## config.mk

```make
export PLATFORM = sky130hd
export DESIGN_NAME = ifetch_queue
export DESIGN_NICKNAME = d
export VERILOG_FILES = /design/src/rtl/ifetch_queue.sv
export SDC_FILE = /design/constraint.sdc
export NUM_CORES = 1
export LEC_CHECK = 0
export ABC_AREA = 0
export CORE_MARGIN = 2
export CORE_UTILIZATION = 49
export CTS_CLUSTER_SIZE = 30
export DETAILED_ROUTE_END_ITERATION = 12
export PLACE_DENSITY = 0.82
export SYNTH_ARGS = -nofsm -noshare
export SYNTH_HDL_FRONTEND = slang
export SYNTH_SLANG_ARGS = --single-unit
```

## constraint.sdc

```tcl
create_clock -name i_clk -period 14.85 [get_ports i_clk]
set_input_delay 1.485 -clock i_clk [delete_from_list [all_inputs] [get_ports i_clk]]
set_output_delay 1.485 -clock i_clk [all_outputs]
set_load 0.02 [all_outputs]
```

## src/rtl/ifetch_queue.sv

```systemverilog
// rtl/ifetch_queue.sv - instruction fetch unit with halfword prefetch queue
//
// Purpose: fetches 32-bit words from the shared memory port, splits each into
// two 16-bit instructions tagged with their PCs, buffers them in a small FIFO
// and presents them one at a time to the execute side. Jump redirects flush
// the queue and invalidate any read still in flight.
//
// Ports:
//   i_clk, i_rst          clock, asynchronous active-high reset
//   o_mem_req/o_mem_addr  word read request (held until i_mem_ack)
//   i_mem_ack/i_mem_data  read completion, little-endian halfwords
//   o_valid/o_ir/o_pc     head-of-queue instruction and its address
//   i_ready               consumer accepts head when o_valid & i_ready
//   i_redirect(_pc)       jump taken; flush and refetch from target

module ifetch_queue #(
  parameter int unsigned QDEPTH   = 4,
  parameter logic [31:0] RESET_PC = 32'h0000_0000
) (
  input  logic        i_clk,
  input  logic        i_rst,
  output logic        o_mem_req,
  output logic [31:0] o_mem_addr,
  input  logic        i_mem_ack,
  input  logic [31:0] i_mem_data,
  output logic        o_valid,
  output logic [15:0] o_ir,
  output logic [31:0] o_pc,
  input  logic        i_ready,
  input  logic        i_redirect,
  input  logic [31:0] i_redirect_pc
);

  localparam int unsigned PW = $clog2(QDEPTH);
  localparam int unsigned CW = PW + 1;
  localparam logic [CW-1:0] DEPTH_C = CW'(QDEPTH);
  localparam logic [CW-1:0] TWO_C   = CW'(2);

  typedef enum logic [1:0] {
    ST_IDLE = 2'd0,
    ST_REQ  = 2'd1,
    ST_DROP = 2'd2
  } state_t;

  state_t        state_q, state_d;
  logic [31:0]   fetch_pc_q, fetch_pc_d;
  logic [31:0]   req_addr_q, req_addr_d;
  logic [PW-1:0] head_q, head_d;
  logic [CW-1:0] count_q, count_d;
  logic [15:0]   ir_q [QDEPTH];
  logic [15:0]   ir_d [QDEPTH];
  logic [31:0]   pc_q [QDEPTH];
  logic [31:0]   pc_d [QDEPTH];

  logic          deq;
  logic [CW-1:0] free_slots;
  logic [CW-1:0] n_enq;
  logic [PW-1:0] tail;
  logic [PW-1:0] tail1;

  always_comb begin
    state_d    = state_q;
    fetch_pc_d = fetch_pc_q;
    req_addr_d = req_addr_q;
    head_d     = head_q;
    count_d    = count_q;
    ir_d       = ir_q;
    pc_d       = pc_q;
    n_enq      = '0;

    deq        = (count_q != '0) && i_ready;
    // Free slots use the pre-dequeue count so a same-cycle pop never
    // lets a request be issued that could overflow.
    free_slots = DEPTH_C - count_q;
    tail       = head_q + count_q[PW-1:0];
    tail1      = tail + PW'(1);

    case (state_q)
      ST_IDLE: begin
        if (!i_redirect && free_slots >= TWO_C) state_d = ST_REQ;
      end
      ST_REQ: begin
        if (i_mem_ack) begin
          if (i_redirect) begin
            state_d = ST_IDLE;
          end else begin
            // req_addr_q is the word being read; fetch_pc_q[1] says whether
            // the lower halfword is part of the stream (odd jump target).
            if (!fetch_pc_q[1]) begin
              pc_d[tail]  = req_addr_q;
              ir_d[tail]  = i_mem_data[15:0];
              pc_d[tail1] = req_addr_q + 32'd2;
              ir_d[tail1] = i_mem_data[31:16];
              n_enq       = CW'(2);
            end else begin
              pc_d[tail]  = req_addr_q + 32'd2;
              ir_d[tail]  = i_mem_data[31:16];
              n_enq       = CW'(1);
            end
            fetch_pc_d = req_addr_q + 32'd4;
            state_d    = ((free_slots - n_enq) >= TWO_C) ? ST_REQ : ST_IDLE;
          end
        end else if (i_redirect) begin
          state_d = ST_DROP;
        end
      end
      ST_DROP: begin
        // The stale read must still complete; its data is thrown away.
        if (i_mem_ack) begin
          state_d = (!i_redirect && free_slots >= TWO_C) ? ST_REQ : ST_IDLE;
        end
      end
      default: state_d = ST_IDLE;
    endcase

    if (i_redirect) fetch_pc_d = i_redirect_pc & ~32'h1;

    head_d  = head_q + PW'(deq);
    count_d = count_q - CW'(deq) + n_enq;
    if (i_redirect) count_d = '0;

    // The address is frozen while a read is outstanding (including a dropped
    // one); otherwise it follows the next word to fetch.
    if ((state_q != ST_IDLE) && !i_mem_ack) begin
      req_addr_d = req_addr_q;
    end else begin
      req_addr_d = fetch_pc_d & ~32'h3;
    end
  end

  always_ff @(posedge i_clk or posedge i_rst) begin
    if (i_rst) begin
      state_q    <= ST_IDLE;
      fetch_pc_q <= RESET_PC;
      req_addr_q <= RESET_PC & ~32'h3;
      head_q     <= '0;
      count_q    <= '0;
      for (int i = 0; i < int'(QDEPTH); i++) begin
        ir_q[i] <= '0;
        pc_q[i] <= '0;
      end
    end else begin
      state_q    <= state_d;
      fetch_pc_q <= fetch_pc_d;
      req_addr_q <= req_addr_d;
      head_q     <= head_d;
      count_q    <= count_d;
      ir_q       <= ir_d;
      pc_q       <= pc_d;
    end
  end

  assign o_mem_req  = (state_q != ST_IDLE);
  assign o_mem_addr = req_addr_q;
  assign o_valid    = (count_q != '0);
  assign o_ir       = o_valid ? ir_q[head_q] : 16'h0000;
  // With the queue empty, o_pc shows the next address to be fetched.
  assign o_pc       = o_valid ? pc_q[head_q] : fetch_pc_q;

endmodule

```

Word-level counts from Yosys, hierarchy flattened
Index checks and enable logic that the tools add are counted.
{"block": "op_classes", "n_mux": 43, "reduce_logical": 15, "n_bitwise": 4, "n_lt_le_gt_ge": 7, "div": 0, "add_sub_neg": 9, "mul": 0, "n_eq_ne": 5, "shifts": 0}
{"op": "bitwise mux 128 bit", "count": 3}
{"op": "two-way mux 32 bit", "count": 8}
{"op": "bitwise mux 64 bit", "count": 3}
{"op": "demux 32 bit (select 2 bit)", "count": 2}
{"op": "two-way mux 128 bit", "count": 1}
{"op": "two-way mux 16 bit", "count": 5}
{"op": "binary-select mux 32 bit (select 2 bit)", "count": 1}
{"op": "demux 16 bit (select 2 bit)", "count": 2}
{"op": "two-way mux 64 bit", "count": 1}
{"op": "adder 32 x 2 -> 32 bit, second input constant", "count": 1}
{"op": "adder 32 x 3 -> 32 bit, second input constant", "count": 1}
{"op": "binary-select mux 16 bit (select 2 bit)", "count": 1}
{"op": "two-way mux 3 bit", "count": 7}
{"op": "two-way mux 2 bit", "count": 5}
{"op": ">= comparator 3 bit, second input constant", "count": 3}
{"op": "NOT 2 -> 3 bit", "count": 3}
{"op": ">= comparator 3 x 2 -> 1 bit, second input constant", "count": 2}
{"op": "< comparator 3 x 1 -> 1 bit, second input constant", "count": 2}
{"op": "one-hot mux 2 bit (3 select lines)", "count": 1}
{"op": "AND reduction 3 bit", "count": 2}
{"op": "nonzero test 2 bit", "count": 3}
{"op": "logical AND 1 bit", "count": 5}
{"op": "!= test 2 bit, second input constant", "count": 2}
{"op": "adder 3 bit", "count": 1}
{"op": "other kinds (15)", "count": 18}
{"block": "totals", "mem_count": 0, "wordCells": 97, "out_inout_bits": 82, "in_bits": 69, "mem_bits_rw": 0, "register_bits": 261, "latchBits": 0, "mem_bits_ro": 0}

Longest topological paths before layout
Gate-level depths: netlist of run 1.
{"block": "depth", "ltp_word": 10, "mapped_depth": 14, "mapped_depth_nobuf": 11}

Worst setup path before layout of run 1
No wires, ideal clock.
{"block": "synth_path", "kind": "input-to-reg", "from": "input i_mem_ack", "to": "register count_q[2]", "setup_ns": 0.131, "n_path_buf": 1, "path_stages": 11, "required_time_ns": 14.719, "slack_ns": 11.573, "arrival_ns": 3.147, "cell_sequence": "nand3b_1 -> nor2_2 -> buf_2 -> nand2_1 -> ha_1 -> inv_1 -> ha_1 -> inv_1 -> fa_1 -> xnor2_1 -> nor2_1"}
{"block": "synth_between", "elab_chain_cells": 4}
{"item": "from (decl)", "line_no": "24", "text": "input logic i_mem_ack,"}
{"item": "two-way mux 3 bit", "line_no": "83", "text": "if (i_mem_ack) begin"}
{"item": "two-way mux 3 bit", "line_no": "78", "text": "case (state_q)"}
{"item": "adder 3 bit", "line_no": "119", "text": "count_d = count_q - CW'(deq) + n_enq;"}
{"item": "two-way mux 3 bit", "line_no": "120", "text": "if (i_redirect) count_d = '0;"}
{"item": "via count_d[2]", "line_no": "49", "text": "logic [CW-1:0] count_q, count_d;"}
{"item": "to (signal assigned)", "line_no": "147", "text": "count_q <= count_d;"}
{"item": "to (decl)", "line_no": "49"}
The timed path passes the listed nets, and every way through them passes these cells.
A chain may end at the register's enable or synchronous reset.

Worst setup path after layout of run 1
{"block": "layout_path", "from": "register count_q[0]", "to": "output o_pc[20]"}
{"block": "layout_between", "elab_chain_cells": 2}
{"item": "nonzero test 3 bit", "line_no": "155", "text": "assign o_valid = (count_q != '0);"}
{"item": "two-way mux 32 bit", "line_no": "158", "text": "assign o_pc = o_valid ? pc_q[head_q] : fetch_pc_q;"}
{"item": "to (decl)", "line_no": "28", "text": "output logic [31:0] o_pc,"}
Every way passes these cells.

==> qor.csv, run 1 <==
metric,value,unit
wl_met2,17.88,mm
dp.cells,1755,
start_kind,flip-flop,
ys.flop_type,dfrtp_1,
crit_top_cell,ha_1,
critPathRequiredTime,13.36,ns
post-route-util,59.18,%
place_congestion,0.8150,
setup_tns,0,ns
seqPwrFrac,32.1,%
cts_inserted_buffers,28,
drv_cap,0,
area_growth,19.33,%
worstSkewPairLatency,0.56,ns
slowest_delay,0.67,ns
critPathCapture,o_pc[20],
cts_tree,done,
peakVddDrop,171.6,µV
detail_route.wl_per_cell,19.94,µm
first_pass_iters,5,
relSlewSlack,18.28,%
p_sw,0.001606,W
clockPowerShare,18.6,%
fillers,2194,
cts_max_path_buffers,3,
drc,0,
critPathKind,reg -> out,
layout_commonest_cell,dfrtp_1,
grt_overflow,0,
rsz0062_at_grt,false,
power.share.combinational,49.4,%
ys_warn_count,0,
postCtsSetupBuffers,0,
ys_seq_area_share,47.35,%
stdcell_count,1808,
drtAntennaViolNets,0,
path_cells,inv_1 > ha_1 > ha_1 > clkinv_1 > buf_4 > o21ai_0 > clkdlybuf4s50_1,
initial_utilization,49.59,%
die_x,171.5,µm
hold_path.class,reg -> reg,
synth-edff-count,0,
fin_crit,4.845,ns
final_cell_mix,"dfrtp_1, nand2_1, clkdlybuf4s50_1",
first_iter_violations,908,
dr_total_vias,10820,
power_density,239.0,mW/mm²
clock.fmax,0.2064,GHz
r2r_start,head_q[1],
antenna_found_initial,2,
grt_pass1_vias,10990,
fin_crit_sh,32.63,%
ios,151,
root_buffer,clkbuf_16,
report.final.slew_viol_count,0,
fin_hold_ws,0.4773,ns
setup_viol,0,
synthDistinctLibCells,65,
portBuffers,147,
clock-sinks,260,
timing.final.ws_setup,10.01,ns
dieArea,0.02940,mm²
wl_met1,14.93,mm
p_int,0.002313,W
skew,0.02755,ns
p_leak,7.090,nW
syn-instance-count,1321,
grt_usage,24.89,%
critPathMaxFanout,36,
ctsResizeCount,0,
drive_gt1_share,17.93,%
htree_levels,1,
startpoint,count_q[0],
rr_endpoint,pc_q[71],
rows,61,
postSynthAreaPerCell,10.40,µm²
coreArea,0.02771,mm²
worstMarginPinSlew,1.226,ns
status,"complete, no violations",
nNetsFinal,1493,
grt_max_degree,108,
cts_hold_buf,0,
clk_pin_slew_worst_paths,0.06,ns
met3WireLength,2.067,mm
p_sw_share,40.98,%
reg2reg_setup_slack,10.45,ns
viasPerCell,5.983,
hold_viol,0,
pre_cts_ws,10.09,ns
cp.arrival,3.36,ns
cp-end-kind,output port,
place_hpwl,21.60,mm
die_y,171.5,µm
synth_seq_cells,260,
syn_area,0.01374,mm²
r2r_cells,9,
synthArstFlopShare,100.0,%
highest_layer,met4,
cpMaxStageDelayCell,clkdlybuf4s50_1,
grt_pass1_wl,57.56,mm
wl,36.05,mm
==> power groups by stage <==
stage | combinational [W] | clock [W] | sequential [W]
global route | 0.00210 | 0.000768 | 0.00129
floorplan | 0.00134 | 0 | 0.00116
finish | 0.00193 | 0.000729 | 0.00126
detailed placement | 0.00192 | 0 | 0.00126
CTS | 0.00193 | 0.000739 | 0.00125
global placement | 0.00187 | 0 | 0.00124
==> sequential cells by signal, indices dropped and copies added, names as in the netlist <==
signal and count:
state_q 2, ir_q 64, pc_q 128, o_mem_addr 30, fetch_pc_q 31, head_q 2
count_q 3
==> critical path, delay by kind of cell (launching register included) <==
kind | cells | cell delay [ns]
fa+ha+maj | 2 | 0.31
flops | 1 | 0.41
buf+inv | 4 | 1.74
compound gates | 1 | 0.32
==> cells in the mapped netlist (10+ instances only) <==
master	n	area, µm²
a211oi_1	26	195.2
a21o_1	18	135.1
a21oi_1	80	400.4
a22o_1	15	131.4
a22oi_1	36	270.3
a31oi_1	23	143.9
and2_1	24	150.1
buf_1	10	37.54
buf_2	23	115.1
clkbuf_1	68	255.2
dfrtp_1	260	6506
ha_1	15	187.7
inv_1	20	75.07
mux2_2	114	1284
mux4_2	48	1081
nand2_1	234	878.3
nor2_1	71	266.5
nor2b_1	10	62.56
nor3_1	10	50.05
o21ai_0	81	405.4
xnor2_1	22	192.7
==> routing by layer <==
| layer | global-route usage, % | up-vias |
|---|---|---|
| li1 | - | 4872 |
| met1 | 32.83 | 5466 |
| met2 | 41.44 | 393 |
| met3 | 3.290 | 86 |
| met4 | 10.80 | 0 |
| met5 | 0 | - |
==> layout make-up <==
cell class	instances	area [µm²]	share of cell area (%)
Inverter	21	86.33	0.5266
Antenna cell	2	5.005	0.03053
Clock buffer	39	812.0	4.953
Clock inverter	12	167.7	1.023
Timing Repair Buffer	170	1639	9.997
Multi-Input combinational cell	926	6698	40.85
Sequential cell	260	6515	39.74
Tap cell	378	473.0	2.885
==> metrics by stage <==
step | area, µm² | power [W]
after floorplan | 13740 | 0.002500
after global placement | 15410 | 0.003106
after detailed placement | 15410 | 0.003178
after CTS | 16390 | 0.003923
after global routing | 16400 | 0.004161
final | 16400 | 0.003919
==> logic make-up after synthesis <==
group	synth area share, %
mux	17.72
flops	47.35
buf+inv	4.271
xor+xnor	1.849
fa+ha+maj	1.657
simple gates	12.79
other cells	0.02729
compound gates	14.33
==> worst min path at each step <==
stage / startpoint / endpoint / slack, ns / depth (start not counted)
2_1_floorplan: pc_q[65] / pc_q[65] / 0.44 / 2
3_3_place_gp: ir_q[37] / ir_q[37] / 0.46 / 1
3_5_place_dp: ir_q[34] / ir_q[34] / 0.46 / 1
4_1_cts: ir_q[34] / ir_q[34] / 0.48 / 1
5_1_grt: ir_q[23] / ir_q[23] / 0.50 / 2
6_report: ir_q[40] / ir_q[40] / 0.48 / 1
No activity file was read; power rests on OpenSTA's default activity.
==> inputs of run 2 (changes only) <==
- PLACE_DENSITY: 0.82 -> 0.85
- clock period: 14.85 -> 4 ns (I/O delays scaled with it)
==> run 2 against run 1 <==
  * Utilization grew 0.65 points
  * Routed wire length grew 1.1%
  * Sequential share of layout area shrank 0.45 points
  * Sequential cell count is the same
  * Die area is the same
  * Final cell count grew 0.61%
  * First-iteration DRC count grew 11%
  * Critical path depth shrank 2
  * Clock skew grew 0.0049 ns
  * Non-clock buffer count grew 12
  * Global-route usage grew 0.22 points
==> qor.csv, run 2 (synthesis results as in run 1) <==
metric,value,unit,change
status,"complete, no violations",,
p_leak,7.182,nW,+1.3%
setup_viol,0,,unchanged
startpoint,head_q[0],,
cts_tree,done,,
p_int,0.008779,W,+280%
ios,151,,unchanged
critPathMaxFanout,49,,+36%
area_growth,20.65,%,
antenna_found_initial,1,,-1
p_sw,0.006006,W,+270%
worstMarginPinSlew,1.165,ns,-0.06104 ns
place_congestion,0.8169,,+0.23%
rr_endpoint,pc_q[31],,
drv_cap,0,,unchanged
cp.arrival,3.14,ns,-0.22 ns
report.final.slew_viol_count,0,,unchanged
rows,61,,unchanged
start_kind,flip-flop,,
cp-end-kind,output port,,
postCtsSetupBuffers,0,,unchanged
regArea,0.006513,mm²,about the same
r2r_cells,8,,-1
grt_overflow,0,,unchanged
critPathCapture,o_pc[20],,
initial_utilization,49.59,%,unchanged
ctsResizeCount,0,,unchanged
drtAntennaViolNets,0,,unchanged
clockPowerShare,19.3,%,+0.7 points
place_hpwl,22.49,mm,+4.1%
setup_tns,0,ns,unchanged
skew,0.03248,ns,+0.004928 ns
power.share.combinational,50.1,%,+0.7 points
p_sw_share,40.62,%,-0.36 points
cts_hold_buf,0,,unchanged
rsz0062_at_grt,false,,
critPathRequiredTime,3.60,ns,-9.76 ns
fin_crit_sh,88.44,%,
layout_commonest_cell,dfrtp_1,,
wl,36.45,mm,+1.1%
grt_pass1_wl,58.26,mm,+1.2%
drc,0,,unchanged
clock-sinks,260,,unchanged
fin_crit,3.537,ns,
first_iter_violations,1010,,+11%
r2r_start,head_q[0],,
final_cell_mix,"dfrtp_1, nand2_1, clkdlybuf4s50_1",,
clk_pin_slew_worst_paths,0.06,ns,about the same
htree_levels,1,,unchanged
clock.fmax,0.2827,GHz,
relSlewSlack,22.05,%,+3.8 points
hold_path.class,in -> async,,
reg2reg_setup_slack,0.68,ns,-9.77 ns
coreArea,0.02771,mm²,unchanged
nNetsFinal,1505,,+0.80%
viasPerCell,6.008,,+0.42%
root_buffer,clkbuf_16,,
portBuffers,147,,unchanged
fillers,2110,,-3.8%
grt_usage,25.11,%,+0.22 points
top_regs,"pc_q: 128 flops, ir_q: 64 flops, fetch_pc_q: 31 flops",,
dieArea,0.02940,mm²,unchanged
detail_route.wl_per_cell,20.04,µm,+0.51%
die_x,171.5,µm,unchanged
cts_inserted_buffers,28,,unchanged
power_density,891.8,mW/mm²,+270%
hold_viol,0,,unchanged
multi_input_area,0.006698,mm²,unchanged
cts_max_path_buffers,3,,unchanged
critPathKind,reg -> out,,
grt_pass1_vias,11300,,+2.8%
worstSkewPairLatency,0.56,ns,about the same
first_pass_iters,5,,unchanged
drive_gt1_share,18.82,%,+0.89 points
largest_reg_flops,128,,unchanged
die_y,171.5,µm,unchanged
dr_total_vias,10930,,+1.0%
fin_hold_ws,0.3653,ns,-0.1121 ns
top_register,pc_q,,
seqPwrFrac,30.5,%,-1.6 points
peakVddDrop,702.2,µV,+310%
grt_max_degree,88,,-19%
[run 2: worst min path at each step]
stage | from | to | slack [ns] | cells past startpoint
5_1_grt | i_redirect | fetch_pc_q[15] | 0.39 | 4
4_1_cts | i_redirect | fetch_pc_q[16] | 0.36 | 5
6_report | i_rst | pc_q[55] | 0.37 | 2
2_1_floorplan | pc_q[65] | pc_q[65] | 0.44 | 2
3_5_place_dp | ir_q[36] | ir_q[36] | 0.46 | 1
3_3_place_gp | ir_q[37] | ir_q[37] | 0.45 | 1
[run 2: layout make-up]
| class | count | area share [%] |
|---|---|---|
| multi-input combinational | 926 | 40.40 |
| sequential | 260 | 39.29 |
| timing repair buffer | 182 | 10.73 |
| clock buffer | 33 | 4.581 |
| tap | 378 | 2.853 |
| clock inverter | 18 | 1.630 |
| inverter | 21 | 0.4982 |
| antenna | 1 | 0.01510 |
[run 2: critical path, stage by stage (launching register included)]
cell and delay (ns):
dfrtp_4 0.40, buf_4 0.80, mux4_2 0.61, nand2_1 0.10, o21ai_0 0.11, clkdlybuf4s50_1 0.55
[run 2: layer usage]
metal / track usage, % / part of all wire, %
met2: 43.29 / 50
met4: 9.948 / 3.3
met1: 32.41 / 40
met5: 0 / 0
met3: 3.014 / 6.1
[run 2: power by group through the flow]
| stage | combinational (W) | clock (W) | sequential, W |
|---|---|---|---|
| 3_3_place_gp | 0.00715 | 0 | 0.00442 |
| 5_1_grt | 0.00801 | 0.00300 | 0.00464 |
| 3_5_place_dp | 0.00734 | 0 | 0.00453 |
| 2_1_floorplan | 0.00499 | 0 | 0.00429 |
| 4_1_cts | 0.00740 | 0.00289 | 0.00449 |
| 6_report | 0.00741 | 0.00286 | 0.00451 |
[run 2: per-stage QoR]
stage | setup slack (ns) | area, µm² | power, W | cells | util, %
6_report | 0.4625 | 16580 | 0.01478 | 1819 | 59.83
5_1_grt | 0.2642 | 16580 | 0.01566 | 1819 | 59.83
4_1_cts | 0.4073 | 16570 | 0.01478 | 1818 | 59.82
3_5_place_dp | 0.6775 | 15540 | 0.01187 | 1767 | 56.11
3_3_place_gp | 0.7530 | 15540 | 0.01157 | 1767 | 56.11
2_1_floorplan | 0.1724 | 13750 | 0.009281 | 1322 | -
==> inputs of run 3 (changes only) <==
- HOLD_SLACK_MARGIN: not set -> 0.02
==> results of run 3 <==
No change in the layout: final DEF, timing and power equal those of run 2.
